**src/rtl/cpu_pkg.sv**
```systemverilog
// Shared CPU definitions: opcode encodings, register codes, fetch FSM states
// and the instruction length rule used by the fetch stage.
package cpu_pkg;

  localparam logic [7:0] OP_ADD     = 8'h00;
  localparam logic [7:0] OP_MUL     = 8'h10;
  localparam logic [7:0] OP_MOV     = 8'h20;
  localparam logic [7:0] OP_DIV_REG = 8'h30;
  localparam logic [7:0] OP_LD_IMM  = 8'h80;
  localparam logic [7:0] OP_INC     = 8'h84;
  localparam logic [7:0] OP_DEC     = 8'h88;
  localparam logic [7:0] OP_CMP_IMM = 8'h8C;
  localparam logic [7:0] OP_INPUT   = 8'h98;
  localparam logic [7:0] OP_OUTPUT  = 8'h9C;
  localparam logic [7:0] OP_BRA     = 8'hA0;
  localparam logic [7:0] OP_BHI     = 8'hA8;
  localparam logic [7:0] OP_BEQ     = 8'hB0;
  localparam logic [7:0] OP_NOP     = 8'hFF;

  localparam logic [1:0] R0 = 2'd0;
  localparam logic [1:0] R1 = 2'd1;
  localparam logic [1:0] R2 = 2'd2;
  localparam logic [1:0] R3 = 2'd3;

  typedef enum logic [1:0] {FETCH0 = 2'd0, FETCH1 = 2'd1, HOLD = 2'd2} fetch_state_t;

  typedef struct packed {
    logic [7:0] byte0;
    logic [7:0] byte1;
    logic       len2;
    logic [7:0] pc;
  } instr_t;

  // Branches, LD_IMM and CMP_IMM carry an immediate byte; everything else is one byte.
  function automatic logic is_len2(input logic [7:0] b0);
    return (b0[7:5] == 3'b101) || (b0[7:2] == 6'b100000) || (b0[7:2] == 6'b100011);
  endfunction

endpackage

```
**src/rtl/instr_len_decode.sv**
```systemverilog
// Combinational instruction length decode from the opcode byte.
module instr_len_decode
  import cpu_pkg::*;
(
  input  logic [7:0] i_byte0,
  output logic       o_len2
);
  assign o_len2 = is_len2(i_byte0);
endmodule

```
**src/rtl/instr_fetch.sv**
```systemverilog
// Byte-serial instruction fetch with a one-entry output hold register.
// Optional INSTR_FETCH_PREFETCH_EN overlaps the next opcode fetch with the handshake.
module instr_fetch
  import cpu_pkg::*;
#(
  parameter logic [7:0] RESET_PC = 8'h00
) (
  input  logic       clk,
  input  logic       reset,
  output logic [7:0] address_bus,
  input  logic [7:0] data_bus,
  output logic       instr_valid,
  input  logic       instr_ready,
  output logic [7:0] instr_byte0,
  output logic [7:0] instr_byte1,
  output logic       instr_len2,
  output logic [7:0] instr_pc,
  input  logic       redirect,
  input  logic [7:0] redirect_addr
);

  fetch_state_t r_state, w_state_nxt;
  logic [7:0]   r_pc, w_pc_nxt;
  instr_t       r_instr, w_instr_nxt;
  logic         w_len2, w_fire, w_cap0;

  instr_len_decode u_len (
    .i_byte0 (data_bus),
    .o_len2  (w_len2)
  );

  assign w_fire = (r_state == HOLD) && instr_ready;

`ifdef INSTR_FETCH_PREFETCH_EN
  assign w_cap0 = (r_state == FETCH0) || w_fire;
`else
  assign w_cap0 = (r_state == FETCH0);
`endif

  always_comb begin
    w_state_nxt = r_state;
    w_pc_nxt    = r_pc;
    w_instr_nxt = r_instr;
    // Redirect wins over everything; a partial instruction is simply abandoned.
    if (redirect) begin
      w_pc_nxt    = redirect_addr;
      w_state_nxt = FETCH0;
    end else if (w_cap0) begin
      w_instr_nxt.byte0 = data_bus;
      w_instr_nxt.byte1 = 8'h00;
      w_instr_nxt.len2  = w_len2;
      w_instr_nxt.pc    = r_pc;
      w_pc_nxt          = r_pc + 8'd1;
      w_state_nxt       = w_len2 ? FETCH1 : HOLD;
    end else if (r_state == FETCH1) begin
      w_instr_nxt.byte1 = data_bus;
      w_pc_nxt          = r_pc + 8'd1;
      w_state_nxt       = HOLD;
    end else if (w_fire) begin
      w_state_nxt = FETCH0;
    end else if (r_state != HOLD) begin
      w_state_nxt = FETCH0;
    end
  end

  always_ff @(posedge clk) begin
    if (reset) begin
      r_state <= FETCH0;
      r_pc    <= RESET_PC;
      r_instr <= '0;
    end else begin
      r_state <= w_state_nxt;
      r_pc    <= w_pc_nxt;
      r_instr <= w_instr_nxt;
    end
  end

  assign address_bus = r_pc;
  assign instr_valid = (r_state == HOLD);
  assign instr_byte0 = r_instr.byte0;
  assign instr_byte1 = r_instr.byte1;
  assign instr_len2  = r_instr.len2;
  assign instr_pc    = r_instr.pc;

endmodule
```
**config.mk**
```make
export PLATFORM = sky130hd
export DESIGN_NAME = instr_fetch
export DESIGN_NICKNAME = d
export VERILOG_FILES = /design/src/rtl/cpu_pkg.sv /design/src/rtl/instr_len_decode.sv /design/src/rtl/instr_fetch.sv
export SDC_FILE = /design/constraint.sdc
export NUM_CORES = 1
export LEC_CHECK = 0
export CORE_MARGIN = 8
export CORE_UTILIZATION = 29
export CTS_BUF_LIST = sky130_fd_sc_hd__clkbuf_2
export DETAILED_ROUTE_END_ITERATION = 7
export PLACE_DENSITY_LB_ADDON = 0.3
export SLEW_MARGIN = 10
export SYNTH_ARGS = -nofsm -noshare
export SYNTH_HDL_FRONTEND = slang
export SYNTH_SLANG_ARGS = --single-unit
```
**constraint.sdc**
```tcl
create_clock -name clk -period 2.6 [get_ports clk]
set_input_delay 0.52 -clock clk [delete_from_list [all_inputs] [get_ports clk]]
set_output_delay 0.52 -clock clk [all_outputs]
set_load 0.01 [all_outputs]
```
== After elaboration in Yosys (flattened, before gate mapping) ==
Cells that the tools add are included.

* Add/sub/neg operators: 1
* Reductions and logical operators: 10
* Eq/ne operators: 6
* Bitwise logic cells: 1
* Multiplexer cells: 10

{| class="wikitable"
|+ Operators with widths
! kind !! number
|-
| $mux W8 || 5
|-
| $eq A6 B6 Y1 const B || 2
|-
| $mux W2 || 5
|-
| $add A8 B1 Y8 const B || 1
|-
| $reduce_and A2 Y1 || 2
|-
| $reduce_bool A4 Y1 || 1
|-
| $eq A3 B3 Y1 const B || 1
|-
| $reduce_bool A3 Y1 || 1
|-
| $eq A2 B1 Y1 const B || 1
|-
| $eq A2 B2 Y1 const B || 1
|-
| $logic_not A2 Y1 || 1
|-
| $logic_or A1 B1 Y1 || 2
|-
| $ne A2 B2 Y1 const B || 1
|-
| $reduce_bool A2 Y1 || 1
|-
| $reduce_or A2 Y1 || 1
|-
| $logic_and A1 B1 Y1 || 1
|-
| $not A1 Y1 || 1
|}

* Bits in registers: 35
* Bits of input ports: 20
* Output and inout port bits: 34
* Logic and storage cells: 34

== Logic depth before layout (Yosys ltp) ==
* Depth in word-level cells: 5
* Mapped depth: 6
* Mapped depth without buffers: 4

== Cells and area by module ==
From an unflattened synthesis, not the netlist that was laid out.

* Cells, all modules: 177
* Area, all modules: 1442.6 µm²

{| class="wikitable"
|+ By module, submodules not included
! module !! cells an instance !! area each (µm²) !! instances
|-
| instr_fetch || 173 || 1406.3 || 1
|-
| instr_len_decode || 4 || 36.3 || 1
|}

== Worst setup path after synthesis ==
No wires, ideal clock.

* Path kind: input -> register
* Start: input port redirect
* End: register r_instr (netlist bit instr_len2)
* Setup slack: 1023 ps
* Setup time: 115 ps
* Cell stages on the path: 5
* Arrival time: 1461 ps
* Path buffers: 2
* Data required time: 2485 ps
* Cell sequence: buf_2 > or3_1 > clkbuf_1 > and3_1 > a31o_1

* Word-level cells in the longest chain between the ends: 2

{| class="wikitable"
|+ RTL lines
! item !! RTL line !! text
|-
| start, declared || instr_fetch.sv:18 || <nowiki>input logic redirect,</nowiki>
|-
| $not A1 Y1 (no source line) || n/a ||
|-
| $reduce_and A2 Y1 (no source line) || n/a ||
|-
| end signal, assigned || instr_fetch.sv:74 || <nowiki>r_instr <= w_instr_nxt;</nowiki>
|-
| end, declared || instr_fetch.sv:24 || <nowiki>instr_t r_instr, w_instr_nxt;</nowiki>
|}

Every way passes these cells.
A chain may end at the register's enable or synchronous reset.

== Worst setup path in the final report ==
* Start: register r_state[0]
* End: output port instr_valid

* Word-level cells in the longest chain between the ends: 1

{| class="wikitable"
|+ RTL lines
! item !! RTL line !! text
|-
| start, declared || instr_fetch.sv:22 || <nowiki>fetch_state_t r_state, w_state_nxt;</nowiki>
|-
| start signal, assigned || instr_fetch.sv:72 || <nowiki>r_state <= w_state_nxt;</nowiki>
|-
| $eq A2 B2 Y1 || instr_fetch.sv:79 || <nowiki>assign instr_valid = (r_state == HOLD);</nowiki>
|-
| end, declared || instr_fetch.sv:12 || <nowiki>output logic instr_valid,</nowiki>
|}

Every way passes these cells.

==> impl_metrics.ini <==
[status]
outcome = complete, no violations

[place]
placed_area_um2 = 2060
place_worst_setup_slack_ns = 0.394
finalWeightedCongestion = 0.731
io_buffer_count = 53
hpwlAfterDp_um = 3000

[power_and_ir_drop]
powerDensity_nw_per_um2 = 525
vdd_drop_max_mv = 0.275
total_leakage_power_nw = 0.750

[sta]
period_share_pct = 80.0
fin_worst_skew_ns = 0.0198
worst_pin_slew_ns = 0.533
final_hold_viol_count = 0
fmax_ghz = 0.480
rsz0062_at_grt = no
min_period_ns = 2.08
tns_ns = 0
setup_ws_ns = 0.519
maxSlewHeadroom_pct = 63.9
slew_violations = 0
finalSetupViolCount = 0

[die]
io_pins = 54
die_area_um2 = 7620
die_width_um = 87.3
core-area_um2 = 5010
start_util_pct = 29.4
die_h_um = 87.3
num_rows = 26

[cts]
cts_tree = done
cts-hold-fix-buffers = 0
path_clk_slew_ns = 0.18
postCtsSetupBuffers = 0
cts.sinks = 35
clock_latency_ns = 0.35
root_buffer = clkbuf_2
clockBufferDepth = 2
post_cts_resize_count = 0
cts_buffers = 5
htreeDepth = 2

[worst_setup_path]
cp-start-kind = flop
cp-end-kind = primary output
reg2reg_depth = 4
path_max_fanout = 13
crit_required_ns = 2.08
critPathKind = flop to primary output
cp.arrival_ns = 1.56

[logic_synthesis]
synthAdderAreaFrac_pct = 0.849
ys_seq_area_share_pct = 47.5
synth_edf_count = 0
synth_xor_area_share_pct = 2.97
syn_nets = 197
ys_top_cells_by_count = nand2_1 (37), dfxtp_1 (35), a21oi_1 (24)
netlist_area_um2 = 1470
syn_inst = 176
synth-compound-area-share_pct = 19.4
synthSimpleGateAreaFrac_pct = 23.5
async_flop_share_pct = 0
yosys_register_bits = 35
synth_top_family_by_area = simple AND/OR/NAND/NOR gates
yosysUniqueCellTypes = 35
ys_warn_count = 0
yosysMostFrequentCell = nand2_1
avgSynthCellArea_um2 = 8.37
synth_ff_type = dfxtp_1
yosys-top-cells-area = dfxtp_1 (48%), nand2_1 (9.4%), a21oi_1 (8.1%), nor2_1 (3.1%), o21ai_0 (2.0%)
yosysTopAreaCell = dfxtp_1
synthMuxAreaShare_pct = 0.764
netlist.area_leader.share_pct = 47.5

[grt]
grt_max_degree = 35
grt_pass1_vias = 1312
gr-usage-all-layers_pct = 11.0
antenna_found_initial = 0
grt_first_pass_wirelength_um = 6520
grt-ovfl-total = 0

[detailed_routing]
dr_wl_met3_um = 409
via_per_inst = 4.71
wl_per_cell_um = 13.8
m1WireLength_um = 1810
antenna_left = 0
wirelength_um = 4130
highest_layer = met4
wl_met2_um = 1900
drtIter0Drc = 62
firstDrtPassIters = 4
route.detailed.drc = 0
vias = 1409

[layout]
antennaDiodeCount = 0
finalNetCount = 249
final_layout_size_suffix_gt1_share_pct = 6.99
syn_to_final_growth_pct = 44.4
final_cell_area_um2 = 2130

[job]
cap_viol_max_count = 0

[hold_path]
hold_path_depth = 2
hold_path.class = flop to flop
## cells in the final DEF, fill, tap and decap left out, types with 2 or more instances in the layout
cell             Yosys  final
a211oi_1             3      3
a21oi_1             24     24
a311oi_1             2      2
a31oi_1              4      4
and3_1               2      2
buf_4                0      5
clkbuf_2             0      5
clkdlybuf4s50_1      0     53
dfxtp_1             35     35
inv_1                2      2
nand2_1             37     37
nand3_1              5      5
nand4b_1             2      2
nor2_1              12     12
nor2b_1              2      2
o21a_1               4      4
o21ai_0              6      6
or3_1                3      3
or4_1                2      2
xnor2_1              2      2
xor2_1               3      3
## flip-flops by register name, summed over array words and instances (netlist names)
register,cells
instr_byte0,8
address_bus,8
instr_pc,8
r_state,2
instr_len2,1
instr_byte1,8
## worst max-delay path: stages (launching register included)
cell and delay, ns:
dfxtp_1 0.62, nor2b_1 0.10, clkdlybuf4s50_1 0.50
## metal layers
metal	global-route usage (%)	vias to the layer above
met5	0	-
met4	2.81	0
met3	4.53	2
met2	17.1	49
met1	13.5	640
li1	-	718
## final cells by class
class	instances	area (um^2)
fill	552	2880
sequential	35	701
multi-input combinational	126	701
timing repair buffer	58	568
tap	70	87.6
clock inverter	3	38.8
clock buffer	5	25.0
inverter	2	7.51
## through the flow
stage          util, %  total power, mW  instances  hold slack, ns
2_1_floorplan        -            0.686        176           0.481
3_3_place_gp      41.2            0.790        291           0.443
3_5_place_dp      41.2            0.792        291           0.446
4_1_cts           42.5             1.14        299           0.469
5_1_grt           42.5             1.17        299           0.492
6_report          42.5             1.12        299           0.465
## power by group
group	switching, mW	leakage [nW]	internal, mW	total (mW)
registers	0.0272	0.286	0.562	0.589
logic	0.0887	0.423	0.100	0.189
clock network	0.180	0.0404	0.159	0.339
total	0.296	0.750	0.821	1.12
## cell families after synthesis
logic type | count (synthesis)
xor+xnor | 5
flops | 35
compound gates | 48
simple gates | 71
buf+inv | 15
mux | 1
fa+ha+maj | 1
## final timing paths
check / from / end / slack, ns
max: r_state[0]$_SDFFE_PP0P_ / instr_valid / 0.52
min: instr_pc[1]$_SDFFE_PP0P_ / instr_pc[1]$_SDFFE_PP0P_ / 0.46
max reg2reg: address_bus[0]$_SDFFE_PP0P_ / address_bus[6]$_SDFFE_PP0P_ / 1.01
min reg2reg: instr_pc[1]$_SDFFE_PP0P_ / instr_pc[1]$_SDFFE_PP0P_ / 0.46
Power figures use the tool's default switching activity.
